===== src/rtl/sprite_pkg.sv =====
// Shared sprite ROM types and constants for the sprite-path arbiters.
package sprite_pkg;

  localparam int unsigned SPR_AW = 12;
  localparam int unsigned SPR_DW = 4;

  typedef logic [SPR_AW-1:0] spr_addr_t;
  typedef logic [SPR_DW-1:0] pal_idx_t;

  localparam int unsigned BUSY_W   = 16;
  localparam logic [BUSY_W-1:0] BUSY_MAX = 16'hFFFF;

endpackage


===== src/rtl/sprite_rom_arbiter_if.sv =====
// Requester/ROM bus of the sprite ROM arbiter: requests, ROM port and tagged responses.
interface sprite_rom_arbiter_if
  import sprite_pkg::*;
#(
  parameter int unsigned NREQ = 4,
  parameter int unsigned AW   = SPR_AW,
  parameter int unsigned DW   = SPR_DW
) ();

  logic [NREQ-1:0]    req;
  logic [NREQ*AW-1:0] req_addr;
  logic [NREQ-1:0]    gnt;
  logic [AW-1:0]      rom_address;
  logic               rom_rd;
  logic [DW-1:0]      rom_q;
  logic [NREQ-1:0]    rsp_valid;
  logic [DW-1:0]      rsp_data;
  logic [BUSY_W-1:0]  busy_cnt;

  modport slave (
    input  req, req_addr, rom_q,
    output gnt, rom_address, rom_rd, rsp_valid, rsp_data, busy_cnt
  );

  modport master (
    output req, req_addr, rom_q,
    input  gnt, rom_address, rom_rd, rsp_valid, rsp_data, busy_cnt
  );

endinterface


===== src/rtl/sprite_rom_arbiter_rr_pick.sv =====
// Combinational round-robin picker: first set request at or above ptr, wrapping.
module rr_pick #(
  parameter int unsigned N  = 4,
  parameter int unsigned PW = (N > 1) ? $clog2(N) : 1
) (
  input  logic [N-1:0]  req,
  input  logic [PW-1:0] ptr,
  output logic [N-1:0]  onehot,
  output logic [PW-1:0] idx,
  output logic          any
);

  always_comb begin
    int unsigned i;
    onehot = '0;
    idx    = '0;
    any    = 1'b0;
    for (int unsigned k = 0; k < N; k++) begin
      // Explicit wrap compare keeps non-power-of-two N correct.
      i = int'(ptr) + k;
      if (i >= N) i = i - N;
      if (!any && req[i]) begin
        any       = 1'b1;
        onehot[i] = 1'b1;
        idx       = PW'(i);
      end
    end
  end

endmodule


===== src/rtl/sprite_rom_arbiter.sv =====
// Shares one sprite ROM read port among NREQ draw units; optional fixed priority for requester 0.
module sprite_rom_arbiter
  import sprite_pkg::*;
#(
  parameter int unsigned NREQ  = 4,
  parameter int unsigned AW    = SPR_AW,
  parameter int unsigned DW    = SPR_DW,
  parameter bit          PRIO0 = 1'b1
) (
  input  logic                 vga_clk,
  input  logic                 reset,
  sprite_rom_arbiter_if.slave  bus
);

  localparam int unsigned PW = (NREQ > 1) ? $clog2(NREQ) : 1;

  logic [PW-1:0]     rr_ptr_q, rr_ptr_d;
  logic [NREQ-1:0]   rr_onehot;
  logic [PW-1:0]     rr_idx;
  logic              rr_any;
  logic              prio_hit;
  logic [NREQ-1:0]   gnt;
  logic [PW-1:0]     win_idx;
  logic [NREQ-1:0]   rsp_valid_q;
  logic [DW-1:0]     rsp_data_q;
  logic [BUSY_W-1:0] busy_q, busy_d;

  rr_pick #(
    .N  (NREQ),
    .PW (PW)
  ) u_rr_pick (
    .req    (bus.req),
    .ptr    (rr_ptr_q),
    .onehot (rr_onehot),
    .idx    (rr_idx),
    .any    (rr_any)
  );

  assign prio_hit = PRIO0 && bus.req[0];

  always_comb begin
    gnt     = '0;
    win_idx = '0;
    if (!reset) begin
      if (prio_hit) begin
        gnt[0]  = 1'b1;
        win_idx = '0;
      end else if (rr_any) begin
        gnt     = rr_onehot;
        win_idx = rr_idx;
      end
    end
  end

  // Only round-robin grants advance the pointer; priority grants leave it alone.
  always_comb begin
    rr_ptr_d = rr_ptr_q;
    if (!reset && !prio_hit && rr_any) begin
      rr_ptr_d = (rr_idx == PW'(NREQ - 1)) ? '0 : rr_idx + 1'b1;
    end
  end

  always_comb begin
    busy_d = busy_q;
    if (|(bus.req & ~gnt) && (busy_q != BUSY_MAX)) begin
      busy_d = busy_q + 1'b1;
    end
  end

  // ROM runs on the falling edge, so rom_q for a cycle-T read is ready at the T+1 edge.
  always_ff @(posedge vga_clk) begin
    if (reset) begin
      rr_ptr_q    <= '0;
      rsp_valid_q <= '0;
      rsp_data_q  <= '0;
      busy_q      <= '0;
    end else begin
      rr_ptr_q    <= rr_ptr_d;
      rsp_valid_q <= gnt;
      rsp_data_q  <= bus.rom_q;
      busy_q      <= busy_d;
    end
  end

  always_comb begin
    bus.gnt         = gnt;
    bus.rom_rd      = |gnt;
    bus.rom_address = (|gnt) ? bus.req_addr[int'(win_idx)*AW +: AW] : '0;
    bus.rsp_valid   = rsp_valid_q;
    bus.rsp_data    = rsp_data_q;
    bus.busy_cnt    = busy_q;
  end

endmodule


===== src/flat_wrapper.sv =====
// flat-port wrapper written by rule: the top's interface ports become plain ports
module sprite_rom_arbiter_flat import sprite_pkg::*;
#(
  parameter int unsigned NREQ  = 4,
  parameter int unsigned AW    = SPR_AW,
  parameter int unsigned DW    = SPR_DW,
  parameter bit          PRIO0 = 1'b1
)
  (vga_clk, reset, bus_req, bus_req_addr, bus_rom_q, bus_gnt, bus_rom_address, bus_rom_rd, bus_rsp_valid, bus_rsp_data, bus_busy_cnt);
  sprite_rom_arbiter_if #(.NREQ(NREQ), .AW(AW), .DW(DW)) bus_i ();
  input  logic vga_clk;
  input  logic reset;
  input wire logic [$bits(bus_i.req)-1:0] bus_req;
  input wire logic [$bits(bus_i.req_addr)-1:0] bus_req_addr;
  input wire logic [$bits(bus_i.rom_q)-1:0] bus_rom_q;
  output wire logic [$bits(bus_i.gnt)-1:0] bus_gnt;
  output wire logic [$bits(bus_i.rom_address)-1:0] bus_rom_address;
  output wire logic [$bits(bus_i.rom_rd)-1:0] bus_rom_rd;
  output wire logic [$bits(bus_i.rsp_valid)-1:0] bus_rsp_valid;
  output wire logic [$bits(bus_i.rsp_data)-1:0] bus_rsp_data;
  output wire logic [$bits(bus_i.busy_cnt)-1:0] bus_busy_cnt;
  assign bus_i.req = bus_req;
  assign bus_i.req_addr = bus_req_addr;
  assign bus_i.rom_q = bus_rom_q;
  assign bus_gnt = bus_i.gnt;
  assign bus_rom_address = bus_i.rom_address;
  assign bus_rom_rd = bus_i.rom_rd;
  assign bus_rsp_valid = bus_i.rsp_valid;
  assign bus_rsp_data = bus_i.rsp_data;
  assign bus_busy_cnt = bus_i.busy_cnt;
  sprite_rom_arbiter #(.NREQ(NREQ), .AW(AW), .DW(DW), .PRIO0(PRIO0)) u_core (.vga_clk(vga_clk), .reset(reset), .bus(bus_i));
endmodule

===== config.mk =====
export PLATFORM = sky130hd
export DESIGN_NAME = sprite_rom_arbiter_flat
export DESIGN_NICKNAME = d
export VERILOG_FILES = /design/src/rtl/sprite_pkg.sv /design/src/rtl/sprite_rom_arbiter_if.sv /design/src/rtl/sprite_rom_arbiter_rr_pick.sv /design/src/rtl/sprite_rom_arbiter.sv /design/src/flat_wrapper.sv
export SDC_FILE = /design/constraint.sdc
export NUM_CORES = 1
export LEC_CHECK = 0
export CORE_ASPECT_RATIO = 0.9
export CORE_MARGIN = 3
export CORE_UTILIZATION = 43
export DETAILED_ROUTE_END_ITERATION = 8
export PLACE_DENSITY = 0.84
export SYNTH_ARGS = -nofsm -noshare
export SYNTH_HDL_FRONTEND = slang
export SYNTH_SLANG_ARGS = --single-unit

===== constraint.sdc =====
create_clock -name vga_clk -period 9.3 [get_ports vga_clk]
set_input_delay 1.86 -clock vga_clk [delete_from_list [all_inputs] [get_ports vga_clk]]
set_output_delay 1.86 -clock vga_clk [all_outputs]
set_load 0.02 [all_outputs]

# Word-level counts from Yosys, hierarchy flattened
# Cells that the tools add are included.
# word_totals
in_bits,58
regBits,26
elab_cells,92
output_inout_bits,41
# op_classes
n_addsub,9
bitwise,5
order_cmp,12
n_shift,1
reduce_logical,17
multipliers,1
muxes,41
eq_ne,2
# op_table
op,n
$ge A32 B1 Y1 const B,4
$lt A32 B3 Y1 const B,4
$mux W32,4
$shiftx A48 B7 Y12,1
$mux W4,6
$add A16 B1 Y16 const B,1
$mux W2,8
$ne A16 B16 Y1 const B,1
$mux W1,13
$mux W12,1
$or A4 B4 Y4,3
$sub A3 B3 Y4 const B,3
$logic_and A1 B1 Y1,10
$ge A3 B3 Y1 const B,3
$bmux W1 S2,4
$demux W1 S2,4
$reduce_or A4 Y1,2
$add A2 B2 Y3 const B,2
$logic_not A1 Y1,5
$and A4 B4 Y4,1
$mul A2 B2 Y4 const B,1
$not A4 Y4,1
$sub A2 B3 Y4 const B,1
$add A2 B1 Y3 const B,1
4 further kinds,4

# Longest topological paths before layout
# depth
ltp_word,21
ltp_mapped,13
depth_no_buf,9

# Cells and area by module
# From an unflattened synthesis, not the netlist that was laid out.
# unflattened
hier_cells,237
hier_area_um2,2115.8
# by_module_without_submodules
module,instances,area_each_um2,cells_per_inst,seq_area_each_um2
sprite_rom_arbiter,1,1656.6,189,520.5
rr_pick,1,459.2,48,0.0

# Worst setup path before layout
# Ideal clock, no wire load.
# synth_path
kind,in2out
startpoint,input bus_req[2]
endpoint,output bus_rom_address[10]
path_stages,10
required_ps,7440
slack_ps,2833
path_buffers,3
arrival_ps,4607
path_cell_list,buf_2 -> mux4_2 -> buf_6 -> or3b_1 -> a21oi_2 -> nor2_1 -> a21oi_1 -> nor4_2 -> buf_2 -> nor3_1
# synth_via
word_cells_on_any_way,40
classes_between,mul (1); shift (1); mux (28); bitwise (3); reduce/logical (7)
# synth_rtl
item,line,rtl
from (decl),flat_wrapper.sv:13,input wire logic [$bits(bus_i.req)-1:0] bus_req;
$bmux W1 S2,sprite_rom_arbiter_rr_pick.sv:22,if (!any && req[i]) begin
$mux W1 (implied by the code),sprite_rom_arbiter_rr_pick.sv:22,
$mux W1,sprite_rom_arbiter_rr_pick.sv:22,
$logic_not A1 Y1,sprite_rom_arbiter_rr_pick.sv:22,
$logic_and A1 B1 Y1,sprite_rom_arbiter_rr_pick.sv:22,
$mux W1,sprite_rom_arbiter_rr_pick.sv:22,
$logic_not A1 Y1,sprite_rom_arbiter_rr_pick.sv:22,
$logic_and A1 B1 Y1,sprite_rom_arbiter_rr_pick.sv:22,
[2 not listed],n/a,
$logic_and A1 B1 Y1,sprite_rom_arbiter_rr_pick.sv:22,
$mux W4 or $mux W1 (tied branches),sprite_rom_arbiter_rr_pick.sv:22,
$mux W4 (*),sprite_rom_arbiter.sv:48,end else if (rr_any) begin
$mux W3 (*),sprite_rom_arbiter.sv:45,if (prio_hit) begin
$mux W4 (*),sprite_rom_arbiter.sv:44,if (!reset) begin
net bus_gnt[2],flat_wrapper.sv:16,output wire logic [$bits(bus_i.gnt)-1:0] bus_gnt;
$reduce_or A4 Y1 (*),sprite_rom_arbiter.sv:88,bus.rom_address = (|gnt) ? bus.req_addr[int'(win_idx)*AW +: AW] : '0;
$mux W12 (*),sprite_rom_arbiter.sv:88,
to (decl),flat_wrapper.sv:17,output wire logic [$bits(bus_i.rom_address)-1:0] bus_rom_address;
# Mark *: on every way through the listed nets, which the timed path passes. The rest lies on a longest branch. The select of a mux whose other input is x is not followed.

# Final worst setup path
# layout_path
startpoint,input bus_req[0]
endpoint,output bus_rom_address[3]
# layout_via
elab_chain_cells,18
word_cells_on_any_way,40
classes_between,mul (1); shift (1); mux (28); bitwise (3); reduce/logical (7)
# layout_rtl
item,line
$bmux W1 S2,sprite_rom_arbiter_rr_pick.sv:22
$mux W1 (implied by the code),sprite_rom_arbiter_rr_pick.sv:22
$mux W1,sprite_rom_arbiter_rr_pick.sv:22
$logic_not A1 Y1,sprite_rom_arbiter_rr_pick.sv:22
$logic_and A1 B1 Y1,sprite_rom_arbiter_rr_pick.sv:22
$mux W1,sprite_rom_arbiter_rr_pick.sv:22
$logic_not A1 Y1,sprite_rom_arbiter_rr_pick.sv:22
$logic_and A1 B1 Y1,sprite_rom_arbiter_rr_pick.sv:22
[2 not listed],n/a
$logic_and A1 B1 Y1,sprite_rom_arbiter_rr_pick.sv:22
$mux W2 or $mux W1 (tied branches),sprite_rom_arbiter_rr_pick.sv:22
$mux W2,sprite_rom_arbiter.sv:48
$mux W2,sprite_rom_arbiter.sv:45
$mux W2,sprite_rom_arbiter.sv:44
$mul A2 B2 Y4,sprite_rom_arbiter.sv:88
$shiftx A48 B7 Y12,sprite_rom_arbiter.sv:88
$mux W12 (*),sprite_rom_arbiter.sv:88
# Every way passes the cells marked *; elsewhere a longest branch is shown, timed or not. The select of a mux whose other input is x is not followed.

==> reports/results.txt <==
RSZ-0062 raised after global routing: no
Leak: 0.00107 uW
row count: 23
slowest stage delay, CP: 1.09 ns
hold_sp: u_core.bus.busy_cnt[12]$_SDFFE_PP0P_
number of setup buffers added after CTS: 0
clk slew on worst S/H paths: 0.09 ns
Fin. Hold Viols: 0
HPWL Detailed: 4910 um
synthesized cell area: 2090 sq um
Main synth FF type: dfxtp_1
Routed WL: 6320 um
Worst path top cell family by delay: simple AND/OR/NAND/NOR gates
measured slew at the worst slew-check pin: 1.26 ns
worst reg2reg setup slack: 5.00 ns
commonest non-fill, non-tap cells in the layout: clkdlybuf4s50_1 (98), nor2_1 (27), dfxtp_1 (26)
ratio of cells with drive above 1 in the final layout: 8.83%
All-Layer GR Usage: 22.0%
Setup Skew: 0.00402 ns
CP endpoint kind: output port
CP Class: in -> out
Pwr per Cell Area: 117 nW/um^2
Post-CTS Hold Buffers: 0
Post-synth EDFFs: 0
crit path DAT: 5.92 ns
Critical Path RT: 7.44 ns
initial core utilization: 45.6%
cell breakdown of the critical path: clkdlybuf4s50_1 -> mux4_2 -> and4_1 -> a311o_1 -> nor2_1 -> a21oi_1 -> nor4_2 -> nor3_1 -> clkdlybuf4s50_1
CTS tree: done
clk sinks: 26
P&R area growth vs syn: 49.3%
H-tree depth: 1
initial antenna violation count: 0
vias in the first global route: 2251
Die Height: 72.1 um
Hold Path Depth: 2
R2R cell count: 9
grt ovf: 0
Core Area: 4580 sq um
Hold EP: u_core.bus.busy_cnt[12]$_SDFFE_PP0P_
Antenna Cells: 0
1st-pass router iterations: 4
ys async rst share: 0%
# nets final: 415
Worst VDD drop: 0.0677 mV
final period utilization: 83.6%
TritonCTS Buffers: 3
root buf cell: clkbuf_8
fin util: 68.1%
Tot Pwr: 363 uW
Fmax achieved: 129 MHz
Synth warnings: 0
most common cell after layout, fill and taps aside: clkdlybuf4s50_1
setup TNS: 0 ns
# setup viols final: 0
clk_lat worst skew: 0.28 ns
Max Cap Violations: 0
via count: 2429
Slew headroom: 15.2%
die area: 5730 sq um
Seq cells post-synth: 26
Tmin final: 7.78 ns
Mapped Avg Cell Area: 7.85 sq um
Final GP Congestion: 0.930
Die W: 79.4 um
Longest Clk Path Bufs: 2
Ports: 99
WL per Instance: 15.3 um
Post-DRT Antenna Nets: 0
Mapped Nets: 329
status: completed
Post-Syn Instances: 266
crit path launch type: input pin
Hold Path Class: reg -> reg
DR DRC count: 0
post-CTS sizing: 0
fin. max-slew vios: 0
Synth cell types: 53
largest net degree at the start of global routing: 29
most frequent cell on the critical path: clkdlybuf4s50_1
DR vias/cell: 5.88
sequential area share after synthesis: 24.9%
CP Max Fanout: 16
Buffers on Ports: 98
first-pass GRT wire length: 10400 um
worst reg2reg endpoint: u_core.bus.busy_cnt[6]$_SDFFE_PP0P_
Buf+Inv Stages, Crit Path: 2
initial drt markers: 158
slowest CP cell: nor4_2
origin of the critical flop-to-flop path: u_core.rr_ptr_q[0]$_SDFFE_PP0P_
## per-layer routing
metal  global-route usage (%)  wire length [um]
met2                     36.8              3060
met4                     4.77                68
met3                     5.71               572
met1                     28.6              2620
met5                        0                 0
## logic make-up (layout without fill, tap and decap cells)
family	count (synthesis)	after routing	share of synthesized area [%]
AO/OA/AOI/OAI	74	74	22.7
XOR/XNOR	1	1	0.420
adder cells (fa/ha/maj)	6	6	3.48
buffers and inverters	30	115	7.85
flip-flops	26	26	24.9
multiplexers	18	18	11.2
AND/OR/NAND/NOR	111	111	29.4
## metrics by stage
step                worst slack [ns]  cell area [sq um]  instances  hold slack (ns)
floorplan                       2.83               2090        266            0.559
global route                    1.27               3120        413            0.535
detailed placement              1.56               3050        409            0.490
CTS                             1.54               3120        413            0.505
global placement                1.73               3050        409            0.475
finish                          1.52               3120        413            0.505
## Yosys cell counts (all sizes together) (2+ instances only)
| master | instances | area share, % |
|---|---|---|
| and2 | 3 | 0.90 |
| mux2 | 12 | 6.5 |
| inv | 9 | 1.6 |
| ha | 5 | 3.0 |
| or2 | 2 | 0.60 |
| o31ai | 5 | 2.5 |
| nor2 | 27 | 4.9 |
| o21ai | 15 | 3.6 |
| or4 | 3 | 1.1 |
| dfxtp | 26 | 25 |
| nand3 | 12 | 2.9 |
| mux2i | 3 | 1.4 |
| or3 | 16 | 4.8 |
| a211oi | 2 | 0.72 |
| or3b | 4 | 1.7 |
| a221oi | 3 | 1.3 |
| a22oi | 3 | 1.3 |
| o22ai | 13 | 3.9 |
| nor2b | 4 | 1.2 |
| nand3b | 2 | 0.72 |
| buf | 13 | 4.8 |
| nor4 | 3 | 1.2 |
| a21oi | 25 | 6.2 |
| clkbuf | 8 | 1.4 |
| and3 | 6 | 1.8 |
| nor3 | 15 | 3.6 |
| mux4 | 3 | 3.2 |
| nand2 | 9 | 1.6 |
## area by class of cell
cell class | count | area [sq um]
Clock buffer | 3 | 41.3
Clock inverter | 1 | 30.0
Timing Repair Buffer | 102 | 1010
Multi-Input combinational cell | 210 | 1400
Inverter | 9 | 33.8
Sequential cell | 26 | 520
Tap cell | 62 | 77.6
Fill cell | 377 | 1460
## power breakdown
group	internal (uW)	switching (uW)
combinational	74.4	73.0
sequential	116	5.81
clock	57.7	36.3
total	248	115
## sequential cells by signal, summed over array words and instances (netlist names)
name and cells:
u_core.bus.busy_cnt 16, u_core.bus.rsp_data 4, u_core.bus.rsp_valid 4, u_core.rr_ptr_q 2
## how the worst max path moves through the flow
stage | start | to | slack (ns) | cells after the start
finish | bus_req[0] | bus_rom_address[3] | 1.52 | 9
CTS | bus_req[0] | bus_rom_address[0] | 1.54 | 9
global placement | bus_req[0] | bus_rom_address[0] | 1.73 | 9
global route | bus_req[0] | bus_rom_address[3] | 1.27 | 9
floorplan | bus_req[2] | bus_rom_address[10] | 2.83 | 10
detailed placement | bus_req[0] | bus_rom_address[0] | 1.56 | 9
## worst reg2reg max path, stage by stage (launching register included)
cell and delay [ns]:
dfxtp_1 0.71, inv_1 0.24, ha_1 0.47, or3b_1 0.42
a2111oi_1 0.65, o21ai_0 0.33, nor4b_4 0.22, o31ai_4 0.83
o21ai_0 0.23, a21oi_1 0.16
Power figures use the tool's default switching activity.
